**src/rtl/z80_bus_tracer.sv**
```systemverilog
// Passive Z80 bus-trace capture. Each distinct memory access is recorded in
// a first-word-fall-through FIFO. An optional address trigger delays the
// start of capture. The core bus is never driven or stalled.
module z80_bus_tracer #(
  parameter int DEPTH = 16,
  parameter int CNT_W = $clog2(DEPTH) + 1
) (
  input  logic             clk,
  input  logic             reset,
  input  logic             nRD,
  input  logic             nWR,
  input  logic [15:0]      A,
  input  logic [7:0]       READ_D,
  input  logic [7:0]       WRITE_D,
  input  logic             enable,
  input  logic             trig_en,
  input  logic [15:0]      trig_addr,
  output logic             out_valid,
  input  logic             out_ready,
  output logic [25:0]      out_data,
  output logic [CNT_W-1:0] count,
  output logic             full,
  output logic [7:0]       overflow_cnt
);

  localparam int PTR_W = $clog2(DEPTH);
  localparam logic [CNT_W-1:0] FULL_CNT = CNT_W'(DEPTH);

  typedef enum logic {DISARMED, ARMED} arm_t;

  arm_t             arm_state, arm_next;
  logic [1:0]       kind, prev_kind;
  logic [15:0]      prev_a;
  logic [7:0]       entry_data;
  logic             qualifying, trig_hit, push, do_pop, do_write;
  logic [PTR_W-1:0] wr_ptr, rd_ptr;
  logic [25:0]      mem [DEPTH];

  // Decode the access kind and decide whether this cycle starts a new access
  always_comb begin
    kind       = {~nWR, ~nRD};
    entry_data = (kind == 2'b01) ? READ_D : WRITE_D;
    qualifying = (kind != 2'b00) &&
                 ((prev_kind == 2'b00) || (kind != prev_kind) || (A != prev_a));
    trig_hit   = qualifying && trig_en && (A == trig_addr);
  end

  // Previous-access register tracks the bus every cycle
  always_ff @(posedge clk) begin
    if (reset) begin
      prev_kind <= 2'b00;
      prev_a    <= '0;
    end else begin
      prev_kind <= kind;
      prev_a    <= A;
    end
  end

  // Arm state register
  always_ff @(posedge clk) begin
    if (reset) arm_state <= DISARMED;
    else       arm_state <= arm_next;
  end

  // Arm next-state: the triggering access itself is captured via trig_hit
  always_comb begin
    arm_next = arm_state;
    if (!enable)                  arm_next = DISARMED;
    else if (!trig_en || trig_hit) arm_next = ARMED;
  end

  // FIFO control: a push into a full FIFO only lands if a pop frees a slot
  always_comb begin
    push      = qualifying && enable && ((arm_state == ARMED) || trig_hit);
    out_valid = (count != '0);
    full      = (count == FULL_CNT);
    do_pop    = out_valid && out_ready;
    do_write  = push && (!full || do_pop);
    out_data  = mem[rd_ptr];
  end

  // Entry storage
  always_ff @(posedge clk) begin
    if (do_write) mem[wr_ptr] <= {kind, A, entry_data};
  end

  // Pointers, occupancy and overflow counter
  always_ff @(posedge clk) begin
    if (reset) begin
      wr_ptr       <= '0;
      rd_ptr       <= '0;
      count        <= '0;
      overflow_cnt <= '0;
    end else begin
      if (do_write) wr_ptr <= wr_ptr + PTR_W'(1);
      if (do_pop)   rd_ptr <= rd_ptr + PTR_W'(1);
      if (do_write && !do_pop)      count <= count + CNT_W'(1);
      else if (!do_write && do_pop) count <= count - CNT_W'(1);
      if (push && !do_write && overflow_cnt != 8'hFF)
        overflow_cnt <= overflow_cnt + 8'd1;
    end
  end

endmodule
```
**config.mk**
```make
export PLATFORM = sky130hd
export DESIGN_NAME = z80_bus_tracer
export DESIGN_NICKNAME = d
export VERILOG_FILES = /design/src/rtl/z80_bus_tracer.sv
export SDC_FILE = /design/constraint.sdc
export NUM_CORES = 1
export LEC_CHECK = 0
export CAP_MARGIN = 20
export CORE_MARGIN = 3
export CORE_UTILIZATION = 50
export CTS_CLUSTER_SIZE = 40
export DETAILED_ROUTE_END_ITERATION = 10
export PLACE_DENSITY_LB_ADDON = 0.2
export REMOVE_ABC_BUFFERS = 1
export SLEW_MARGIN = 20
export SYNTH_ARGS = -nofsm -noshare
export SYNTH_HDL_FRONTEND = slang
export SYNTH_SLANG_ARGS = --single-unit
```
**constraint.sdc**
```tcl
create_clock -name clk -period 6.48 [get_ports clk]
set_input_delay 1.62 -clock clk [delete_from_list [all_inputs] [get_ports clk]]
set_output_delay 1.62 -clock clk [all_outputs]
set_load 0.01 [all_outputs]
```
# --- After elaboration in Yosys (flattened, before gate mapping) ---
# Memory sizes are Yosys's and may differ from the RTL's. A register that Yosys moved wholly into a read port is not among the register bits.
# Index checks and enable logic that the tools add are counted.
totals:
  mem_count: 1
  ramBits: 416
  in_bits: 55
  out_inout_bits: 41
  reg_bits: 40
  word_cells: 54
mem_list:
  columns: ["memory", "depth", "word_bits", "rd", "rd_ports_with_merged_regs", "wr", "line", "text"]
  rows:
  - ["mem", 16, 26, 1, 1, 1, "37", "logic [25:0] mem [DEPTH];"]
classes:
  muxes: 7
  bitwise_logic: 3
  addsub: 5
  reduce_logical: 25
  eq_ne: 6
ops:
  columns: ["operator", "n"]
  rows:
  - ["$eq A16 B16 Y1", 1]
  - ["$ne A16 B16 Y1", 1]
  - ["$logic_and A1 B1 Y1", 11]
  - ["$mux W5", 2]
  - ["$add A4 B1 Y4 const B", 2]
  - ["$add A8 B1 Y8 const B", 1]
  - ["$mux W4", 2]
  - ["$mux W8", 1]
  - ["$ne A8 B8 Y1 const B", 1]
  - ["$add A5 B1 Y5 const B", 1]
  - ["$eq A5 B5 Y1 const B", 1]
  - ["$logic_or A1 B1 Y1", 5]
  - ["$reduce_bool A5 Y1", 1]
  - ["$sub A5 B1 Y5 const B", 1]
  - ["$logic_not A1 Y1", 4]
  - ["$reduce_bool A2 Y1", 2]
  - ["$not A1 Y1", 3]
  - ["$eq A2 B1 Y1 const B", 1]
  - ["$logic_not A2 Y1", 1]
  - ["$mux W1", 2]
  - ["$ne A2 B2 Y1", 1]
  - ["$reduce_or A2 Y1", 1]

# --- Longest topological paths before layout ---
# Gate-level depths: netlist (run 1).
logic_depth:
  ltp_word: 14
  depth_mapped: 15
  depth_no_buf: 14

# --- Worst setup path after synthesis (run 1) ---
# Ideal clock, no wire load.
synth_timing:
  path_type: "input to register"
  start: "input port A[13]"
  end: "register count[4]"
  arrival_ns: 4.544
  path_stages: 14
  setup_time_ns: 0.071
  required_time_ns: 6.409
  path_slack_ns: 1.865
  path_buffers: 1
  cell_sequence: "xor2_1 > nor4_2 > nand4b_1 > o41a_1 > nor3b_2 > buf_4 > ha_1 > inv_1 > fa_1 > a21o_1 > a21oi_1 > xnor2_1 > or3_1 > a21oi_1"
synth_via:
  elab_chain_cells: 11
  elab_cells_between_ends: 15
  cone_classes: "eq/ne: 2; mux: 1; reduce/logical: 12"
synth_rtl:
  columns: ["item", "line", "text"]
  rows:
  - ["start, declared", "12", "input logic [15:0] A,"]
  - ["$ne A16 B16 Y1", "44", "((prev_kind == 2'b00) || (kind != prev_kind) || (A != prev_a));"]
  - ["$logic_or A1 B1 Y1", "44", null]
  - ["$logic_and A1 B1 Y1", "43", "qualifying = (kind != 2'b00) &&"]
  - ["$logic_and A1 B1 Y1 (2 in a row)", "45", "trig_hit = qualifying && trig_en && (A == trig_addr);"]
  - ["$logic_or A1 B1 Y1", "74", "push = qualifying && enable && ((arm_state == ARMED) || trig_hit);"]
  - ["$logic_and A1 B1 Y1 *", "74", null]
  - ["$logic_and A1 B1 Y1 *", "78", "do_write = push && (!full || do_pop);"]
  - ["net do_write", "35", "logic qualifying, trig_hit, push, do_pop, do_write;"]
  - ["$logic_not A1 Y1", "98", "else if (!do_write && do_pop) count <= count - CNT_W'(1);"]
  - ["$logic_and A1 B1 Y1", "98", null]
  - ["$reduce_bool A2 Y1 (no source line)", null, null]
  - ["end signal, assigned", "97", "if (do_write && !do_pop) count <= count + CNT_W'(1);"]
  - ["end signal, assigned", "98", null]
  - ["end, declared", "21", "output logic [CNT_W-1:0] count,"]
# The timed path passes the listed nets; every way through them passes the cells marked *.
# A chain may end at the register's enable or synchronous reset.

# --- Worst setup path in the final report (run 1) ---
layout_timing:
  start: "input port A[8]"
  end: "register count[4]"
layout_via:
  elab_chain_cells: 11
  elab_cells_between_ends: 15
  cone_classes: "eq/ne: 2; mux: 1; reduce/logical: 12"
layout_rtl:
  columns: ["item", "line"]
  rows:
  - ["$ne A16 B16 Y1", "44"]
  - ["$logic_or A1 B1 Y1", "44"]
  - ["$logic_and A1 B1 Y1", "43"]
  - ["$logic_and A1 B1 Y1 (2 in a row)", "45"]
  - ["$logic_or A1 B1 Y1", "74"]
  - ["$logic_and A1 B1 Y1 *", "74"]
  - ["$logic_and A1 B1 Y1 *", "78"]
  - ["$logic_not A1 Y1", "98"]
  - ["$logic_and A1 B1 Y1", "98"]
  - ["$reduce_bool A2 Y1 (no source line)", null]
# Mark *: on every way between the ends. The rest lies on a longest branch, timed or not.

==> out/results.ini, run 1 <==
[status]
status = completed

[clocking]
clock-sinks = 460
numCtsBuffers = 47
cts_tree = done
root_buffer = clkbuf_16
postCtsSetupBuffers = 0
htree_num_levels = 2
hold_buffers = 0
path_clk_slew_ps = 60
cts_buffer_depth = 3
insertion_delay_ps = 540
cts_resized = 0

[floorplan]
die_area_sq_mm = 0.0385
die_x_microns = 196
pin_count = 96
start_util_pct = 50.7
die_h_microns = 196
core_sq_mm = 0.0357
fp-row-count = 69

[worst_setup_path]
cpPeakStageDelay_ps = 750
crit_path_end_kind = register
r2r-start = prev_a[14]
cp_num_buf_inv = 2
cp-start-kind = input port
critPathSlowestCell = clkdlybuf4s50_1
reg2reg_to = count[4]
r2r_setup_slack_ps = 3340
cp.required_ps = 6950
arrival_ps = 5560
ff2ff_path_depth = 13
critPathTopFamily = compound AO/OA/AOI/OAI gates
path_max_fanout = 19
critical_path_class = input port to register
path_cells = clkdlybuf4s50_1, xnor2_1, and4b_1, nand4_1, o41a_1, nor3b_2, ha_1, inv_1, fa_1, a21o_1, a21oi_1, xnor2_1, or3_1, a21oi_1

[synth]
synth-seq-area-share_pct = 73.9
synth.top_cell.area_share_pct = 69.0
yosysMostFrequentCell = edfxtp_1
synthFlopType = edfxtp_1
yosysWarnings = 0
ys_ff_latch = 460
synthTopCellsByCount = 416 x edfxtp_1, 130 x mux4_2, 44 x dfxtp_1, 25 x xor2_1
avgSynthCellArea_sq_um = 21.1
async_reset_ff_share_pct = 0
yosys-top-cells-area = edfxtp_1 69%, mux4_2 16%, dfxtp_1 4.9%
synth_area_sq_mm = 0.0181
synth-edff-count = 416
synth_area_leader_cell = edfxtp_1
ys_types = 51
synthCells = 856

[layout]
nets = 1075
num_antenna_cells = 0
syn_to_final_growth_pct = 17.6
multi_input_area_sq_mm = 0.00454
drive_gt1_share_pct = 26.6
seqCellArea_sq_mm = 0.0134
fillers = 2553

[worst_hold_path]
hold_path_startpoint = arm_state
holdPathEnd = arm_state
hold_path.class = register to register
min_path_cells = 2

[placed_design]
gp_congestion = 0.806
io_buffers = 95
post-dp-hpwl_mm = 23.7
place_ws_ps = 918

[sta]
period_share_pct = 78.6
slew_viol_final = 0
fin_crit_ps = 5090
layout_setup_ws_ps = 1390
max_freq_mhz = 196
skew_ps = 18.0
hold_viol_final = 0
setup_viol_count_final = 0
relSlewSlack_pct = 28.1
worst_slew_pin_slew_ps = 1080
rsz0062_at_grt = no

[route]
drc_errors = 0
via_per_inst = 6.02
drtIter0Drc = 820
post_drt_wl_per_cell_microns = 26.5
ant_nets = 0
firstDrtPassIters = 5
routed_wl_mm = 39.9
vias = 9061

[power_and_ir_drop]
peakVddDrop_mv = 0.190
power_frac_comb_pct = 14.4
p_clk_share_pct = 36.1
p_switching_mw = 1.57
leakage_nw = 6.75
internal-power_mw = 5.23
swShare_pct = 23.1
sequentialPowerShare_pct = 49.5
p_per_area_mw_per_mm2 = 319
power.total_mw = 6.80

[grt]
grt_max_degree = 56
globalRouteTotalUtil_pct = 21.1
antenna_found_initial = 1
grt_pass1_vias = 9090
overflow = 0
grt_pass1_wl_mm = 59.5

[flow_run]
drv_cap = 0

[area by class of cell]
type                    count  area share, %
multi-input cells         348           21.3
clock buffers              60           5.96
inverters                  10          0.176
clock inverters            24          0.588
repair buffers            142           6.31
flip-flops and latches    460           62.9
well taps                 461           2.71
[metrics by stage]
step | std cells | hold slack, ps | area (sq um) | setup TNS (ps) | util (%)
after floorplan | 818 | 438 | 17900 | -16390 | -
after global placement | 1421 | 456 | 19900 | 0 | 55.8
after detailed placement | 1421 | 476 | 19900 | 0 | 55.8
after CTS | 1505 | 491 | 21300 | 0 | 59.7
after global routing | 1505 | 513 | 21300 | 0 | 59.7
final | 1505 | 492 | 21300 | 0 | 59.7
[worst max-delay path by stage]
stage / start / end / slack, ps / depth (start not counted)
2_1_floorplan: register / out_data[0] / -630 / 2
3_3_place_gp: A[8] / count[4] / 930 / 14
3_5_place_dp: A[8] / count[4] / 920 / 14
4_1_cts: register / out_data[13] / 1340 / 4
5_1_grt: A[8] / count[4] / 1170 / 14
6_report: A[8] / count[4] / 1390 / 14
[worst reg2reg max path: stages (launching register included)]
cell	delay, ps
dfxtp_1	310
xor2_1	180
nor4_1	290
nand4bb_1	270
o21ai_1	360
nor3b_2	100
ha_1	230
inv_1	140
ha_1	290
a21o_1	190
a21oi_1	180
xnor2_1	90
or3_1	300
a21oi_1	140
[placed cells by master (no fill, tap or decap), drive strengths merged, types with 2 or more instances in the layout]
cell type | synthesis | layout
edfxtp | 416 | 416
or3 | 2 | 2
nor4 | 9 | 9
xnor2 | 15 | 15
dfxtp | 44 | 44
nand3 | 8 | 8
buf | 20 | 47
nor4b | 4 | 4
nor2b | 22 | 22
nor3 | 3 | 3
mux2 | 13 | 13
o31ai | 4 | 4
or4 | 4 | 4
and4 | 2 | 2
xor2 | 25 | 25
and2 | 7 | 7
clkdlybuf4s50 | 0 | 95
mux4 | 130 | 130
mux2i | 3 | 3
a21o | 2 | 2
inv | 10 | 12
clkbuf | 18 | 60
nand2 | 15 | 15
nor2 | 23 | 23
clkinv | 0 | 22
and3 | 14 | 14
ha | 10 | 10
o21ai | 3 | 3
a21oi | 11 | 11
nand4 | 4 | 4
[power groups by stage]
stage	Sequential [mW]	Clock [mW]	Combinational, mW
6_report	3.36	2.46	0.977
5_1_grt	3.38	2.63	1.05
4_1_cts	3.37	2.51	0.993
3_5_place_dp	3.43	0	0.988
3_3_place_gp	3.43	0	0.983
2_1_floorplan	3.47	0	0.646
[metal layers]
metal / track usage (%) / vias to the layer above / share of wire (%)
met5: 0 / - / 0
met4: 4.89 / 0 / 2.0
met3: 3.97 / 60 / 6.6
met2: 32.6 / 362 / 47
met1: 31.9 / 4787 / 44
li1: - / 3852 / -
[kinds of logic after synthesis]
| logic type | after synthesis | synth area share [%] |
|---|---|---|
| adder cells (fa/ha/maj) | 11 | 0.802 |
| AND/OR/NAND/NOR | 124 | 4.09 |
| AO/OA/AOI/OAI | 27 | 1.00 |
| flip-flops | 460 | 73.9 |
| XOR/XNOR | 40 | 1.94 |
| buffers and inverters | 48 | 1.10 |
| multiplexers | 146 | 17.2 |
[sequential cells by signal, indices dropped and copies added, names as in the netlist, named ones only]
register      cells
arm_state         1
count             5
mem             416
overflow_cnt      8
prev_a           16
prev_kind         2
rd_ptr            4
wr_ptr            4
Note: power is estimated with default switching activity, not from simulation.
==> run 2, diff against run 1 <==
clock period = 4.8 ns   (was 6.48 ns; I/O delays follow)
==> run 2 against run 1 <==
  * Sequential share of layout area shrank 0.68 points
  * Final area grew 1.1%
  * Die area unchanged
  * Clock-buffer cell count up 2
  * Highest routed layer unchanged
==> out/results.ini, run 2 (synthesized netlist as in run 1, its figures left out) <==
[clocking]
hold_buffers = 0  ; unchanged
numCtsBuffers = 46  ; -2.1%
path_clk_slew_ps = 60  ; about the same
root_buffer = clkbuf_16
cts_resized = 0  ; unchanged
insertion_delay_ps = 550  ; about the same
cts_tree = done
postCtsSetupBuffers = 0  ; unchanged
clock-sinks = 460  ; unchanged
cts_buffer_depth = 3  ; unchanged
htree_num_levels = 2  ; unchanged

[route]
post_drt_wl_per_cell_microns = 26.4  ; -0.48%
routed_wl_mm = 40.1  ; +0.51%
drtIter0Drc = 843  ; +2.8%
firstDrtPassIters = 5  ; unchanged
via_per_inst = 5.88  ; -2.4%
vias = 8930  ; -1.4%
drc_errors = 0  ; unchanged
ant_nets = 0  ; unchanged

[flow_run]
drv_cap = 0  ; unchanged

[worst_setup_path]
ff2ff_path_depth = 13  ; unchanged
arrival_ps = 3110  ; -2450 ps
crit_path_end_kind = output port
cp-start-kind = register
cpMostUsedCell = mux4_2
path_cells = buf_12, mux4_2, mux4_2, clkdlybuf4s50_1
path_max_fanout = 39  ; +20
critPathSlowestCell = mux4_2
cpPeakStageDelay_ps = 560  ; -190 ps
cp.required_ps = 3600  ; -3350 ps
critical_path_class = register to output port

[layout]
final_cell_mix = 416 x edfxtp_1, 130 x mux4_2, 95 x clkdlybuf4s50_1
largest-register = mem
utilization_pct = 60.3  ; +0.65 points
syn_to_final_growth_pct = 18.9
largestRegisters = mem x416, prev_a x16, overflow_cnt x8
largest_reg_flops = 416  ; unchanged
drive_gt1_share_pct = 27.2  ; +0.57 points
nets = 1089  ; +1.3%
final_common_cell = edfxtp_1
design_area_sq_mm = 0.0215  ; +1.1%
num_antenna_cells = 0  ; unchanged

[sta]
rsz0062_at_grt = no
skew_ps = 20.1  ; +2.03 ps
period_share_pct = 89.7
hold_viol_final = 0  ; unchanged
fin_tns_setup_ps = 0  ; unchanged
worst_slew_pin_slew_ps = 976  ; -103 ps
fin_crit_ps = 4310
layout_setup_ws_ps = 495  ; -894 ps
max_freq_mhz = 232
setup_viol_count_final = 0  ; unchanged
relSlewSlack_pct = 34.7  ; +6.7 points
hold_ws_ps = 475  ; -17.7 ps
slew_viol_final = 0  ; unchanged

[placed_design]
io_buffers = 95  ; unchanged
place_ws_ps = -5.58  ; -923 ps
post-dp-hpwl_mm = 23.2  ; -2.0%
gp_congestion = 0.810  ; +0.52%
placed_cell_area_sq_mm = 0.0201  ; +1.3%

[worst_hold_path]
min_path_cells = 2  ; unchanged
hold_path.class = register to register

[grt]
grt_pass1_vias = 9257  ; +1.8%
grt_pass1_wl_mm = 59.8  ; +0.51%
overflow = 0  ; unchanged
grt_max_degree = 40  ; -29%
antenna_found_initial = 0  ; -1
globalRouteTotalUtil_pct = 21.4  ; +0.26 points

[floorplan]
pin_count = 96  ; unchanged
fp-row-count = 69  ; unchanged
start_util_pct = 50.7  ; unchanged
core_sq_mm = 0.0357  ; unchanged
die_x_microns = 196  ; unchanged
die_area_sq_mm = 0.0385  ; unchanged
die_h_microns = 196  ; unchanged

[power_and_ir_drop]
leakage_nw = 6.83  ; +1.2%
p_per_area_mw_per_mm2 = 426  ; +33%
peakVddDrop_mv = 0.281  ; +48%

[status]
status = completed

run 2: changes by cell type in the layout (fill, tap and decap cells not counted), sizes merged:
cell	before	now
clkbuf	60	62
bufinv	0	1
clkinv	22	18
clkinvlp	0	1
buf	47	62
run 2: power breakdown:
part           internal (mW)  switching, mW  leakage (nW)
Combinational          0.805          0.586          2.05
Sequential              4.41         0.0860          4.10
Clock                   1.87           1.42         0.675
run 2: per-stage QoR:
| stage | total power [mW] | cells |
|---|---|---|
| 6_report | 9.17 | 1520 |
| 5_1_grt | 9.51 | 1520 |
| 4_1_cts | 9.26 | 1520 |
| 3_5_place_dp | 5.99 | 1436 |
| 3_3_place_gp | 5.99 | 1436 |
| 2_1_floorplan | 5.56 | 818 |
run 2: routing by layer:
metal | up-vias | part of all wire [%] | GRT usage (%)
li1 | 3872 | - | -
met1 | 4694 | 43 | 31.8
met2 | 314 | 48 | 33.5
met3 | 50 | 6.5 | 3.68
met4 | 0 | 2.1 | 5.41
met5 | - | 0 | 0
run 2: worst paths after layout:
path | startpoint | to | slack, ps
worst min-delay path | arm_state | arm_state | 470
worst max-delay path | register | out_data[20] | 490
worst max register to register | prev_a[14] | count[4] | 1770
worst min register to register | arm_state | arm_state | 470
run 2: critical path: cells and delay by family, from the launching register on:
kind                   cells  cell delay (ps)
multiplexers               2             1120
buffers and inverters      2              870
flip-flops                 1              540
run 2: final cells by class:
class                   instances  area [sq um]
fillers                      2544         14200
flip-flops and latches        460         13400
multi-input cells             348          4540
repair buffers                157          1590
clock buffers                  62          1240
well taps                     461           577
clock inverters                22           131
inverters                      10          37.5
==> run 3, diff against run 2 <==
CORE_ASPECT_RATIO = 0.75   (was unset)
PLACE_DENSITY = 0.72   (was unset)
PLACE_DENSITY_LB_ADDON = unset   (was 0.2)
clock period = 3.8 ns   (was 4.8 ns; I/O delays follow)
==> run 3 against run 2 <==
  * Critical path type unchanged
  * Non-clock buffer count up 74
  * Critical endpoint unchanged
  * Highest routed layer unchanged
  * Sequential power up 25%
  * Combinational power up 50%
  * Clock-buffer cell count down 4
  * Setup slack worse by 410 ps
  * Utilization up 3.6 points
==> out/results.ini, run 3 (synthesized netlist as in run 1, its figures left out) <==
[power_and_ir_drop]
swShare_pct = 23.3  ; +0.52 points
peakVddDrop_mv = 0.364  ; +29%
internal-power_mw = 9.21  ; +30%
p_switching_mw = 2.80  ; +34%
p_per_area_mw_per_mm2 = 534  ; +25%
p_clk_share_pct = 35.8  ; about the same
leakage_nw = 7.48  ; +9.5%
sequentialPowerShare_pct = 46.9  ; -2.1 points
power_frac_comb_pct = 17.4  ; +2.2 points

[layout]
largest_reg_flops = 416  ; unchanged
final_common_cell = edfxtp_1
largest-register = mem
final_cell_mix = 416 x edfxtp_1, 130 x mux4_2, 96 x buf_4
fillers = 2352  ; -7.5%
syn_to_final_growth_pct = 24.4
design_area_sq_mm = 0.0225  ; +4.6%
drive_gt1_share_pct = 33.2  ; +6.0 points
nets = 1159  ; +6.4%
largestRegisters = mem x416, prev_a x16, overflow_cnt x8
utilization_pct = 63.9  ; +3.6 points

[worst_setup_path]
arrival_ps = 2760  ; -350 ps
r2r_setup_slack_ps = 820  ; -950 ps
path_max_fanout = 14  ; -64%
r2r-start = prev_kind[1]
cp.required_ps = 2850  ; -750 ps
cp-start-kind = register
crit_path_end_kind = output port
critical_path_class = register to output port

[sta]
worst_slew_pin_slew_ps = 508  ; -468 ps
hold_ws_ps = 495  ; +20.1 ps
layout_setup_ws_ps = 85.6  ; -409 ps
max_freq_mhz = 269
rsz0062_at_grt = yes
skew_ps = 20.6  ; +0.580 ps
fin_crit_ps = 3710
period_share_pct = 97.7
relSlewSlack_pct = 66.1  ; +31 points
hold_viol_final = 0  ; unchanged
slew_viol_final = 0  ; unchanged
setup_viol_count_final = 0  ; unchanged

[clocking]
hold_buffers = 0  ; unchanged
path_clk_slew_ps = 60  ; about the same
cts_tree = done
root_buffer = clkbuf_16
htree_num_levels = 2  ; unchanged
insertion_delay_ps = 560  ; about the same
clock-sinks = 460  ; unchanged
numCtsBuffers = 42  ; -8.7%
cts_buffer_depth = 3  ; unchanged

[route]
vias = 9463  ; +6.0%
ant_nets = 0  ; unchanged
firstDrtPassIters = 5  ; unchanged
post_drt_wl_per_cell_microns = 27.5  ; +4.2%
drc_errors = 0  ; unchanged
drtIter0Drc = 1055  ; +25%
routed_wl_mm = 43.6  ; +8.7%
via_per_inst = 5.97  ; +1.6%

[grt]
antenna_found_initial = 1  ; +1
overflow = 0  ; unchanged
grt_max_degree = 37  ; -7.5%
grt_pass1_vias = 9827  ; +6.2%
globalRouteTotalUtil_pct = 23.0  ; +1.6 points
grt_pass1_wl_mm = 63.9  ; +6.8%

[worst_hold_path]
hold_path_startpoint = rd_ptr[3]
hold_path.class = register to register

[floorplan]
core_sq_mm = 0.0352  ; -1.2%
die_area_sq_mm = 0.0385  ; about the same
die_x_microns = 226  ; +15%
start_util_pct = 51.4  ; +0.64 points
fp-row-count = 59  ; -14%
pin_count = 96  ; unchanged
die_h_microns = 171  ; -13%

[placed_design]
placed_cell_area_sq_mm = 0.0207  ; +3.0%
io_buffers = 95  ; unchanged
gp_congestion = 0.860  ; +6.2%
place_ws_ps = -725  ; -720 ps
post-dp-hpwl_mm = 26.2  ; +13%

[status]
status = completed

[flow_run]
drv_cap = 0  ; unchanged

==> run 3: cell count changes in the layout (fill, tap and decap cells not counted), sizes merged <==
cell,previous run,this run
dlymetal6s2s,0,12
clkinvlp,1,0
clkbuf,62,60
bufinv,1,4
dlygate4sd2,0,23
clkinv,18,16
diode,0,1
bufbuf,0,2
inv,12,10
buf,62,133
clkdlybuf4s50,95,59
==> run 3: worst paths after layout <==
path | end | depth (start not counted)
min | register | 2
min reg2reg | register | 2
max | out_data[20] | 5
max reg2reg | count[4] | 13
==> run 3: per-stage QoR <==
stage,std cells,total power [mW],setup TNS [ps]
6_report,1585,12.0,0
3_3_place_gp,1489,7.62,-36380
4_1_cts,1581,12.0,0
2_1_floorplan,818,7.03,-69220
5_1_grt,1585,12.4,-51.8
3_5_place_dp,1489,7.66,-25990
==> run 3: final cells by class <==
cell class	instances	area (sq um)	area share, %
Sequential cell	460	13400	59.5
Multi-Input combinational cell	348	4610	20.5
Timing Repair Buffer	231	2490	11.1
Clock buffer	58	1180	5.26
Tap cell	457	572	2.54
Clock inverter	20	221	0.984
Inverter	10	37.5	0.167
Antenna cell	1	2.50	0.0111
==> run 3: power groups by stage <==
stage	Sequential (mW)	Combinational, mW	Clock, mW
after global routing	5.63	2.22	4.56
after global placement	5.73	1.89	0
after detailed placement	5.74	1.92	0
after floorplan	5.92	1.10	0
final	5.63	2.09	4.30
after CTS	5.63	2.07	4.35
==> run 3: worst max-delay path, cell delays in order, from the launching register on <==
cell           delay, ps
dfxtp_4              420
buf_12               130
bufbuf_16            310
mux4_2               500
mux4_2               540
dlygate4sd2_1        320
==> run 3: layer usage <==
metal / vias up / global-route usage [%] / wire, microns
li1: 4011 / - / -
met1: 4954 / 32.0 / 18100
met2: 418 / 36.8 / 21100
met3: 80 / 5.35 / 3230
met4: 0 / 7.04 / 1110
met5: - / 0 / 0
==> run 3: what timing repair did <==
| action | CTS | global route |
|---|---|---|
| gates resized for setup | 37 | 25 |
| pin swaps | 4 | 10 |
| gates cloned | 3 | 1 |
| buffers inserted | 11 | 2 |
| endpoints found under the setup margin | 22 | 12 |
